$ cat src/rtl/program_loader_ctrl_pkg.sv
// Shared definitions for the program loader.
// Holds the loader state encoding, the default frame start marker,
// the default image depth and the instruction word width.
package program_loader_ctrl_pkg;

  localparam int unsigned INSTR_W       = 16;
  localparam int unsigned DEPTH_DEF     = 32;
  localparam logic [7:0]  SYNC_BYTE_DEF = 8'hA5;

  // Loader states. ERR lasts one cycle before falling back to IDLE.
  typedef enum logic [2:0] {
    IDLE = 3'd0,
    CNT  = 3'd1,
    HI   = 3'd2,
    LO   = 3'd3,
    CSUM = 3'd4,
    FILL = 3'd5,
    DONE = 3'd6,
    ERR  = 3'd7
  } state_t;

endpackage

$ cat src/rtl/program_loader_ctrl_timeout.sv
// loader_timeout_counter: reloadable down-counter with expire strobe.
// Ports:
//   clk, rst_n : clock and asynchronous active-low reset
//   load       : reload the counter to LOAD_VAL (has priority over en)
//   en         : count down while high
//   expire     : high while enabled, not reloading, and the count is zero
// With LOAD_VAL = T-1, expire rises T cycles after the last load when
// en stays high throughout.
module loader_timeout_counter #(
  parameter int unsigned LOAD_VAL = 999_999,
  localparam int unsigned W = (LOAD_VAL < 2) ? 1 : $clog2(LOAD_VAL + 1)
) (
  input  logic clk,
  input  logic rst_n,
  input  logic load,
  input  logic en,
  output logic expire
);

  logic [W-1:0] cnt;

  always_ff @(posedge clk or negedge rst_n) begin
    if (!rst_n) begin
      cnt <= W'(LOAD_VAL);
    end else if (load) begin
      cnt <= W'(LOAD_VAL);
    end else if (en && (cnt != '0)) begin
      cnt <= cnt - W'(1);
    end
  end

  assign expire = en && !load && (cnt == '0);

endmodule

$ cat src/rtl/program_loader_ctrl.sv
// program_loader_ctrl: framed loader for the instruction memory.
// Accepts SYNC, COUNT, 2*N data bytes (high byte first), CSUM from the
// UART receiver and writes each word as soon as its low byte arrives.
// Short images are padded with NOP (0000) words up to DEPTH-1.
// Ports:
//   CLK, RST_N : clock and asynchronous active-low reset
//   rx_valid   : one-cycle byte strobe from the UART receiver
//   rx_data    : received byte
//   reload     : one-cycle request to drop the image and await a new frame
//   mem_we     : instruction memory write enable (one cycle per word)
//   mem_addr   : write address
//   mem_wdata  : write data
//   cpu_hold   : high until a complete, checked image is loaded
//   load_done  : a valid image is present
//   load_error : sticky; last frame failed checksum, count or timeout
//   dbg_state  : current loader state
// Handshake: rx_valid is a strobe with no back-pressure; the loader
// consumes every strobed byte in the cycle it is presented (a byte that
// coincides with reload is dropped). mem_we has no ready; the memory
// must accept one write per cycle.
module program_loader_ctrl
  import program_loader_ctrl_pkg::*;
#(
  parameter int unsigned DEPTH     = DEPTH_DEF,
  parameter int unsigned ADDR_W    = 5,
  parameter logic [7:0]  SYNC_BYTE = SYNC_BYTE_DEF,
  parameter int unsigned TIMEOUT   = 1_000_000
) (
  input  logic               CLK,
  input  logic               RST_N,
  input  logic               rx_valid,
  input  logic [7:0]         rx_data,
  input  logic               reload,
  output logic               mem_we,
  output logic [ADDR_W-1:0]  mem_addr,
  output logic [INSTR_W-1:0] mem_wdata,
  output logic               cpu_hold,
  output logic               load_done,
  output logic               load_error,
  output state_t             dbg_state
);

  // One extra bit so that a count of DEPTH words can be represented and
  // the final LO byte terminates on idx+1 == DEPTH.
  localparam int unsigned IDX_W = ADDR_W + 1;
  localparam logic [IDX_W-1:0] DEPTH_I = IDX_W'(DEPTH);
  localparam logic [IDX_W-1:0] LAST_I  = IDX_W'(DEPTH - 1);
  localparam logic [7:0]       DEPTH_B = 8'(DEPTH);

  state_t           state;
  logic [IDX_W-1:0] n_words;
  logic [IDX_W-1:0] idx;
  logic [IDX_W-1:0] idx_inc;
  logic [7:0]       hi_byte;
  logic [7:0]       xsum;
  logic             tmo_en;
  logic             tmo_expire;

  assign idx_inc   = idx + IDX_W'(1);
  assign dbg_state = state;

  // The inter-byte timer only runs while a frame is in flight.
  always_comb begin
    tmo_en = 1'b0;
    case (state)
      CNT, HI, LO, CSUM: tmo_en = 1'b1;
      default:           tmo_en = 1'b0;
    endcase
  end

  loader_timeout_counter #(
    .LOAD_VAL (TIMEOUT - 1)
  ) u_timeout (
    .clk    (CLK),
    .rst_n  (RST_N),
    .load   (rx_valid),
    .en     (tmo_en),
    .expire (tmo_expire)
  );

  always_ff @(posedge CLK or negedge RST_N) begin
    if (!RST_N) begin
      state      <= IDLE;
      n_words    <= '0;
      idx        <= '0;
      hi_byte    <= '0;
      xsum       <= '0;
      mem_we     <= 1'b0;
      mem_addr   <= '0;
      mem_wdata  <= '0;
      cpu_hold   <= 1'b1;
      load_done  <= 1'b0;
      load_error <= 1'b0;
    end else begin
      mem_we <= 1'b0;
      if (reload) begin
        // Discard whatever is in progress; load_error keeps its value.
        state     <= IDLE;
        load_done <= 1'b0;
        cpu_hold  <= 1'b1;
      end else begin
        case (state)
          IDLE: begin
            if (rx_valid && (rx_data == SYNC_BYTE)) begin
              state <= CNT;
            end
          end

          CNT: begin
            if (rx_valid) begin
              xsum <= rx_data;
              idx  <= '0;
              if (rx_data == 8'd0) begin
                n_words <= DEPTH_I;
                state   <= HI;
              end else if (rx_data > DEPTH_B) begin
                state      <= ERR;
                load_error <= 1'b1;
                load_done  <= 1'b0;
                cpu_hold   <= 1'b1;
              end else begin
                n_words <= IDX_W'(rx_data);
                state   <= HI;
              end
            end else if (tmo_expire) begin
              state      <= ERR;
              load_error <= 1'b1;
              load_done  <= 1'b0;
              cpu_hold   <= 1'b1;
            end
          end

          HI: begin
            if (rx_valid) begin
              hi_byte <= rx_data;
              xsum    <= xsum ^ rx_data;
              state   <= LO;
            end else if (tmo_expire) begin
              state      <= ERR;
              load_error <= 1'b1;
              load_done  <= 1'b0;
              cpu_hold   <= 1'b1;
            end
          end

          LO: begin
            if (rx_valid) begin
              mem_we    <= 1'b1;
              mem_addr  <= idx[ADDR_W-1:0];
              mem_wdata <= {hi_byte, rx_data};
              xsum      <= xsum ^ rx_data;
              idx       <= idx_inc;
              state     <= (idx_inc == n_words) ? CSUM : HI;
            end else if (tmo_expire) begin
              state      <= ERR;
              load_error <= 1'b1;
              load_done  <= 1'b0;
              cpu_hold   <= 1'b1;
            end
          end

          CSUM: begin
            if (rx_valid) begin
              if (rx_data != xsum) begin
                state      <= ERR;
                load_error <= 1'b1;
                load_done  <= 1'b0;
                cpu_hold   <= 1'b1;
              end else if (n_words < DEPTH_I) begin
                // idx already equals n_words: first pad address.
                state <= FILL;
              end else begin
                state      <= DONE;
                load_done  <= 1'b1;
                cpu_hold   <= 1'b0;
                load_error <= 1'b0;
              end
            end else if (tmo_expire) begin
              state      <= ERR;
              load_error <= 1'b1;
              load_done  <= 1'b0;
              cpu_hold   <= 1'b1;
            end
          end

          FILL: begin
            mem_we    <= 1'b1;
            mem_addr  <= idx[ADDR_W-1:0];
            mem_wdata <= '0;
            idx       <= idx_inc;
            if (idx == LAST_I) begin
              state      <= DONE;
              load_done  <= 1'b1;
              cpu_hold   <= 1'b0;
              load_error <= 1'b0;
            end
          end

          DONE: begin
            load_done  <= 1'b1;
            cpu_hold   <= 1'b0;
            load_error <= 1'b0;
          end

          ERR: begin
            state <= IDLE;
          end

          default: begin
            state <= IDLE;
          end
        endcase
      end
    end
  end

endmodule

$ cat config.mk
export PLATFORM = sky130hd
export DESIGN_NAME = program_loader_ctrl
export DESIGN_NICKNAME = d
export VERILOG_FILES = /design/src/rtl/program_loader_ctrl_pkg.sv /design/src/rtl/program_loader_ctrl_timeout.sv /design/src/rtl/program_loader_ctrl.sv
export SDC_FILE = /design/constraint.sdc
export NUM_CORES = 1
export LEC_CHECK = 0
export ABC_AREA = 1
export BUFFER_PORTS_ARGS = -buffer_cell sky130_fd_sc_hd__buf_2
export CORE_MARGIN = 2
export CORE_UTILIZATION = 50
export DETAILED_ROUTE_END_ITERATION = 8
export PLACE_DENSITY = 0.8
export SLEW_MARGIN = 20
export SYNTH_ARGS = -nofsm -noshare
export SYNTH_HDL_FRONTEND = slang
export SYNTH_SLANG_ARGS = --single-unit
$ cat constraint.sdc
create_clock -name CLK -period 2.2 [get_ports CLK]
set_input_delay 0.33 -clock CLK [delete_from_list [all_inputs] [get_ports CLK]]
set_output_delay 0.33 -clock CLK [all_outputs]
set_load 0.03 [all_outputs]
==> results of run 1 <==
-- worst max-delay path: stages, from the launching register on --
cell      delay, ns
dfstp_2        0.56
inv_1          0.10
ha_1           0.24
nand2_1        0.09
nor3_2         0.05
nand3_2        0.08
nand2_2        0.19
inv_4          0.15
nand3b_2       0.11
nor2_2         0.14
nand2_1        0.08
nand2_1        0.08
nand3_1        0.07
-- cells by family after synthesis --
| logic type | after synthesis |
|---|---|
| and+or+nand+nor | 298 |
| AOI/OAI and AO/OA | 90 |
| buffers and inverters | 80 |
| DFF | 76 |
| xor gates and xnor gates | 18 |
| adders and majority gates | 3 |
-- through the flow --
stage / worst slack [ns] / cells
3_5_place_dp: 0.2319 / 701
6_report: 0.1893 / 718
2_1_floorplan: 0.5822 / 565
4_1_cts: 0.2149 / 718
5_1_grt: 0.03072 / 718
3_3_place_gp: 0.3655 / 701
-- cell usage in the layout (no fill, tap or decap), drive strengths merged --
| master | count |
|---|---|
| nand2 | 156 |
| o31ai | 10 |
| o21bai | 1 |
| a31oi | 1 |
| dfstp | 13 |
| clkbuf | 9 |
| nor2 | 87 |
| and3 | 1 |
| nor4 | 4 |
| inv | 70 |
| xnor2 | 4 |
| nor3b | 2 |
| nand3b | 3 |
| dfrtp | 63 |
| xor2 | 14 |
| nand3 | 34 |
| a21oi | 11 |
| o21a | 1 |
| o22ai | 7 |
| ha | 3 |
| clkinv | 3 |
| buf | 45 |
| nor3 | 6 |
| o21ai | 59 |
| dlygate4sd3 | 1 |
| nand4 | 5 |
-- area by class of cell --
cell class                      instances  area [sq um]
Multi-Input combinational cell        409          2052
Sequential cell                        76          1918
Tap cell                              105         131.4
Fill cell                             776          3485
Clock buffer                            9         123.9
Timing Repair Buffer                   46         262.8
Inverter                               66         250.2
Clock inverter                          7         76.32
-- registers in the layout, summed over array words and instances, names as in the netlist --
name and cells:
load_error 1, xsum 8, idx 6, hi_byte 8, n_words 6, cpu_hold 1, u_timeout.cnt 20, mem_wdata 16
mem_addr 5, mem_we 1, dbg_state 3, load_done 1
-- worst paths after layout --
kind,slack (ns),cells after the start,from,end
max in group asynchronous,1.33,3,RST_N,u_timeout.cnt[16]$_DFFE_PN1P_
worst max register to register,0.19,12,u_timeout.cnt[0]$_DFFE_PN1P_,u_timeout.cnt[9]$_DFFE_PN1P_
min in group asynchronous,0.51,3,RST_N,mem_wdata[14]$_DFFE_PN0P_
worst min register to register,0.49,2,mem_wdata[9]$_DFFE_PN0P_,mem_wdata[9]$_DFFE_PN0P_
worst min-delay path,0.20,3,rx_data[1],n_words[1]$_DFFE_PN0P_
worst max-delay path,0.19,12,u_timeout.cnt[0]$_DFFE_PN1P_,u_timeout.cnt[9]$_DFFE_PN1P_
-- power breakdown --
group	switching, mW	leakage (nW)	internal [mW]
Clock	0.640	0.103	0.455
Sequential	0.113	0.948	1.55
Combinational	0.551	1.34	0.291
Total	1.30	2.40	2.30
-- routing by layer --
layer	track usage	vias to the layer above	part of all wire
li1	-	1900	-
met1	0.3098	1811	0.47
met2	0.3435	111	0.46
met3	0.03468	16	0.054
met4	0.08667	0	0.017
met5	0	-	0
==> out/qor.log, run 1 <==
[status] result of the run finished, final reports clean
[power] Max rail drop VDD 0.3599 mV
[global_routing] vias in the first global route 3641
[placed_design] placed cell areas 4604 sq um
[floorplanning] vertical die dimension 96.90 microns
[logic_synthesis] most common cell in the netlist nand2_1
[sta] period utilisation layout 0.9139
[route] post-detailed-route via-to-cell ratio 5.345
[flow_run] maximum capacitance violations 0
[clock_tree] number of gates resized after cts 0
[sta] Least-Margin Pin Slew 0.5017 ns
[sta] Max Clock Freq 0.4973 GHz
[cells_and_area] layout cells sized above 1 0.1925
[hold_path] path class of the lowest-slack min-delay path in -> reg
[power] overall power consumption 3.602 mW
[clock_tree] total CTS buffers 9
[global_routing] GR Util All Layers 0.2204
[clock_tree] Clk Tree Root Cell clkbuf_8
[logic_synthesis] xor and xnor fraction of the mapped netlist area 0.03653
[worst_setup_path] Worst setup EP type register
[logic_synthesis] synthesized area 4315 sq um
[logic_synthesis] main combinational cell family by area after synthesis simple AND/OR/NAND/NOR gates
[floorplanning] Core Area 8299 sq um
[worst_setup_path] category of the critical setup timing path reg -> reg
[route] count of TritonRoute iterations in the first routing pass 5
[worst_setup_path] data arrival at the endpoint of the critical path 2.30 ns
[logic_synthesis] multiplexer share of the synthesized area 0
[route] average routed wire per standard cell 13.94 microns
[route] number of remaining DRC errors 0
[clock_tree] Clock Pin Slew Worst Setup and Hold Paths 0.09 ns
[worst_setup_path] critical path launch point type register
[route] number of violations reported at the end of detailed-routing iteration 0 197
[cells_and_area] number of nets in the finished design 623
[placed_design] final RePlAce weighted congestion 0.9572
[cells_and_area] ANT cells 0
[logic_synthesis] cell taking the most area after synthesis dfrtp_1
[worst_setup_path] maximum fanout count along the critical path 11
[logic_synthesis] mean instance size in the synthesized netlist 7.638 sq um
[global_routing] wire length of the first global-routing pass 16920 microns
[logic_synthesis] cells taking the most area after synthesis dfrtp_1 37%, nand2_1 13%, dfstp_2 7.9%
[worst_setup_path] required time worst endpoint 2.49 ns
[placed_design] placed wire-length estimate 7231 microns
[logic_synthesis] Synth Register Bits 76
[logic_synthesis] number of flops mapped to enable cells by yosys 0
[logic_synthesis] area fraction of the dominant cell type after synthesis 0.3653
[route] total wirelength of the detailed-routed design 10010 microns
[clock_tree] CTS tree done
[logic_synthesis] complex-gate fraction of the synthesized area 0.1206
[clock_tree] post-cts hold buffer count 1
[floorplanning] number of top-level pins 40
[logic_synthesis] share of synthesized registers carrying an async set or reset 1.000
[floorplanning] starting density of the core 0.5200
[clock_tree] total number of clock tree sinks 76
[placed_design] I/O Buffers 39
[floorplanning] Die Outline Area 9390 sq um
[sta] final critical delay including setup and external delays 2.011 ns
[logic_synthesis] adder and majority cell fraction of the synthesized area 0.008698
[cells_and_area] Area Overhead vs Synth 11.57%
[cells_and_area] total non-filler cell area in the finished layout 4815 sq um
[logic_synthesis] part of the Yosys area used for sequential elements 0.4445
[clock_tree] later-pin clock latency in the skew report 0.37 ns
[sta] Fin Setup TNS 0 ns
[global_routing] antenna violations before repair 0
[logic_synthesis] number of distinct library cell variants in the gate-level netlist after synthesis 40
[sta] final number of hold-violating endpoints 0
[power] P_leak 2.395 nW
[floorplanning] number of standard-cell rows in the floorplan 33
[route] DR vias 3838
[clock_tree] clock buffer depth 2
[sta] setup repair after global routing missed its margin false
[power] power per unit of standard cell area 748.2 nW/um^2
[clock_tree] H-tree depth 3
[logic_synthesis] ys flop type dfrtp_1
[sta] final hold slack 0.2018 ns
[sta] Slew Limit Fails 0
[logic_synthesis] simple-gate share of the synthesized area 0.3097
[cells_and_area] post-layout utilization of the core 0.5801
[global_routing] Congestion Overflow GR 0
[global_routing] pin count of the biggest net entering global routing 77
[logic_synthesis] Post-Synthesis Net Count 580
[logic_synthesis] count of mapped cells out of synthesis 565
[sta] total of endpoints with negative setup slack in the final report 0
[sta] Rel. slew slack 0.6655
[route] count of antenna-violating nets left after detailed routing 0
[logic_synthesis] top cell types by occurrence after synthesis 150 x nand2_1, 70 x nor2_1, 63 x dfrtp_1
[floorplanning] Die Width 96.90 microns
[clock_tree] Post-CTS Repair Setup Buffers 0
[sta] final worst clock skew 0.01109 ns
[logic_synthesis] Yosys Warn Count 0
Note: power is estimated with default switching activity, not from simulation.
==> run 2: changes to the inputs <==
REMOVE_ABC_BUFFERS = 1   (was not set)
==> out/qor.log, run 2 (synthesized netlist as in run 1, its figures left out) <==
[route] DR vias 3857
[sta] Max Clock Freq 0.5016 GHz
[clock_tree] Clock Pin Slew Worst Setup and Hold Paths 0.09 ns
[sta] period utilisation layout 0.9062
[floorplanning] number of standard-cell rows in the floorplan 33
[placed_design] placed wire-length estimate 7291 microns
[worst_setup_path] Critical path origin u_timeout.cnt[0]$_DFFE_PN1P_
[power] relative contribution of combinational cells to total power 0.240
[placed_design] final RePlAce weighted congestion 0.9526
[power] part of the power in the clock network 0.288
[clock_tree] Clk Tree Root Cell clkbuf_8
[worst_setup_path] maximum fanout count along the critical path 11
[route] number of violations reported at the end of detailed-routing iteration 0 261
[cells_and_area] post-layout utilization of the core 0.5783
[worst_setup_path] reg-to-reg endpoint u_timeout.cnt[8]$_DFFE_PN0P_
[clock_tree] total CTS buffers 9
[route] count of TritonRoute iterations in the first routing pass 5
[sta] final worst clock skew 0.01193 ns
[sta] Least-Margin Pin Slew 0.5262 ns
[cells_and_area] number of non-filler instances in the completed layout 720
[sta] Fin Setup TNS 0 ns
[status] result of the run finished, final reports clean
[power] power per unit of standard cell area 734.9 nW/um^2
[placed_design] placed cell areas 4609 sq um
[sta] total of endpoints with negative setup slack in the final report 0
[sta] Slew Limit Fails 0
[placed_design] Post-Place Cells 703
[worst_setup_path] category of the critical setup timing path reg -> reg
[power] switching share of power 0.3562
[power] overall power consumption 3.527 mW
[clock_tree] later-pin clock latency in the skew report 0.37 ns
[worst_setup_path] critical path launch point type register
[power] part of the power in registers 0.472
[route] total wirelength of the detailed-routed design 9929 microns
[cells_and_area] most frequent standard cell in the layout excluding fill and tap cells nand2_1
[global_routing] pin count of the biggest net entering global routing 47
[hold_path] count of cells along the worst hold path 3
[sta] final critical delay including setup and external delays 1.994 ns
[clock_tree] Post-CTS Repair Setup Buffers 0
[worst_setup_path] Worst setup EP type register
[cells_and_area] layout cells sized above 1 0.1951
[sta] final number of hold-violating endpoints 0
[placed_design] I/O Buffers 39
[floorplanning] Die Outline Area 9390 sq um
[clock_tree] H-tree depth 3
[cells_and_area] Top Registers u_timeout.cnt (20), mem_wdata (16)
[clock_tree] post-cts hold buffer count 1
[clock_tree] number of gates resized after cts 0
[cells_and_area] number of flip-flops under the largest register name 20
[power] internal power summed over all cells 2.271 mW
[cells_and_area] commonest non-fill, non-tap cells in the layout 150 x nand2_1, 70 x nor2_1, 63 x dfrtp_1
[route] number of remaining DRC errors 0
[floorplanning] Die Width 96.90 microns
[worst_setup_path] setup slack on the worst flop-to-flop path 0.21 ns
[sta] setup repair after global routing missed its margin false
[floorplanning] vertical die dimension 96.90 microns
[power] Max rail drop VDD 0.3538 mV
[route] post-detailed-route via-to-cell ratio 5.357
[global_routing] antenna violations before repair 0
[worst_setup_path] depth of the most critical reg-to-reg path 12
[flow_run] maximum capacitance violations 0
[worst_setup_path] data arrival at the endpoint of the critical path 2.26 ns
[global_routing] Congestion Overflow GR 0
[floorplanning] Core Area 8299 sq um
[hold_path] path class of the lowest-slack min-delay path in -> reg
[clock_tree] clock buffer depth 2
[power] switching pwr 1.256 mW
[worst_setup_path] end point of the critical path u_timeout.cnt[8]$_DFFE_PN0P_
[sta] Rel. slew slack 0.6492
[cells_and_area] ANT cells 0
[power] P_leak 2.389 nW
[clock_tree] total number of clock tree sinks 76
[worst_setup_path] worst reg2reg startpoint u_timeout.cnt[0]$_DFFE_PN1P_
[route] average routed wire per standard cell 13.79 microns
[global_routing] wire length of the first global-routing pass 17350 microns
[worst_setup_path] required time worst endpoint 2.46 ns
[cells_and_area] Area Overhead vs Synth 11.22%
[route] count of antenna-violating nets left after detailed routing 0
[floorplanning] starting density of the core 0.5200
[clock_tree] CTS tree done
[floorplanning] number of top-level pins 40
[cells_and_area] total non-filler cell area in the finished layout 4800 sq um
[global_routing] vias in the first global route 3755
[cells_and_area] number of nets in the finished design 625
[cells_and_area] register bank with the most flops u_timeout.cnt
[global_routing] GR Util All Layers 0.2231
[run 2: cell types whose count changed in the layout (fill, tap and decap cells not counted), sizes merged]
cell	before	now
buf	45	47
clkinvlp	0	1
inv	70	69
[run 2: worst min-delay path by stage]
stage / slack (ns) / end / from
after detailed placement: 0.34 / xsum[6]$_DFFE_PN0P_ / RST_N
after CTS: 0.19 / n_words[1]$_DFFE_PN0P_ / rx_data[1]
final: 0.19 / n_words[1]$_DFFE_PN0P_ / rx_data[1]
after global placement: 0.34 / xsum[0]$_DFFE_PN0P_ / RST_N
after global routing: 0.24 / n_words[1]$_DFFE_PN0P_ / rx_data[1]
after floorplan: 0.03 / dbg_state[0]$_DFFE_PN0P_ / RST_N
[run 2: worst max-delay path, stage by stage (launching register included)]
cell and delay, ns:
dfstp_2 0.56, inv_1 0.09, ha_1 0.23, nand2_1 0.09
nor3_2 0.05, nand3_2 0.08, nand2_2 0.19, inv_4 0.15
nand3_4 0.09, nor2_2 0.12, nand2_1 0.08, nor2_1 0.10
nor2_1 0.05
[run 2: per-stage QoR]
| stage | setup WS [ns] | hold slack [ns] |
|---|---|---|
| after floorplan | 0.3507 | 0.03441 |
| after global placement | 0.3384 | 0.3412 |
| after detailed placement | 0.2445 | 0.3375 |
| after CTS | 0.2174 | 0.1899 |
| after global routing | 0.008442 | 0.2436 |
| final | 0.2063 | 0.1926 |
[run 2: layer usage]
layer  track usage  part of all wire
met2        0.3531              0.46
met3       0.03829             0.055
met4       0.08451             0.020
met1        0.3081              0.46
met5             0                 0
[run 2: area by class of cell]
class / instances / area, sq um
fillers: 765 / 3500
multi-input cells: 409 / 2052
flip-flops and latches: 76 / 1918
repair buffers: 48 / 267.8
inverters: 66 / 250.2
well taps: 105 / 131.4
clock buffers: 9 / 123.9
clock inverters: 7 / 56.30
[run 2: power groups by stage]
stage          clock network (mW)  logic, mW  registers [mW]
2_1_floorplan                   0      0.632            1.67
3_3_place_gp                    0      0.806            1.68
3_5_place_dp                    0      0.832            1.69
4_1_cts                      1.02      0.841            1.66
5_1_grt                      1.08      0.982            1.69
6_report                     1.02      0.846            1.66
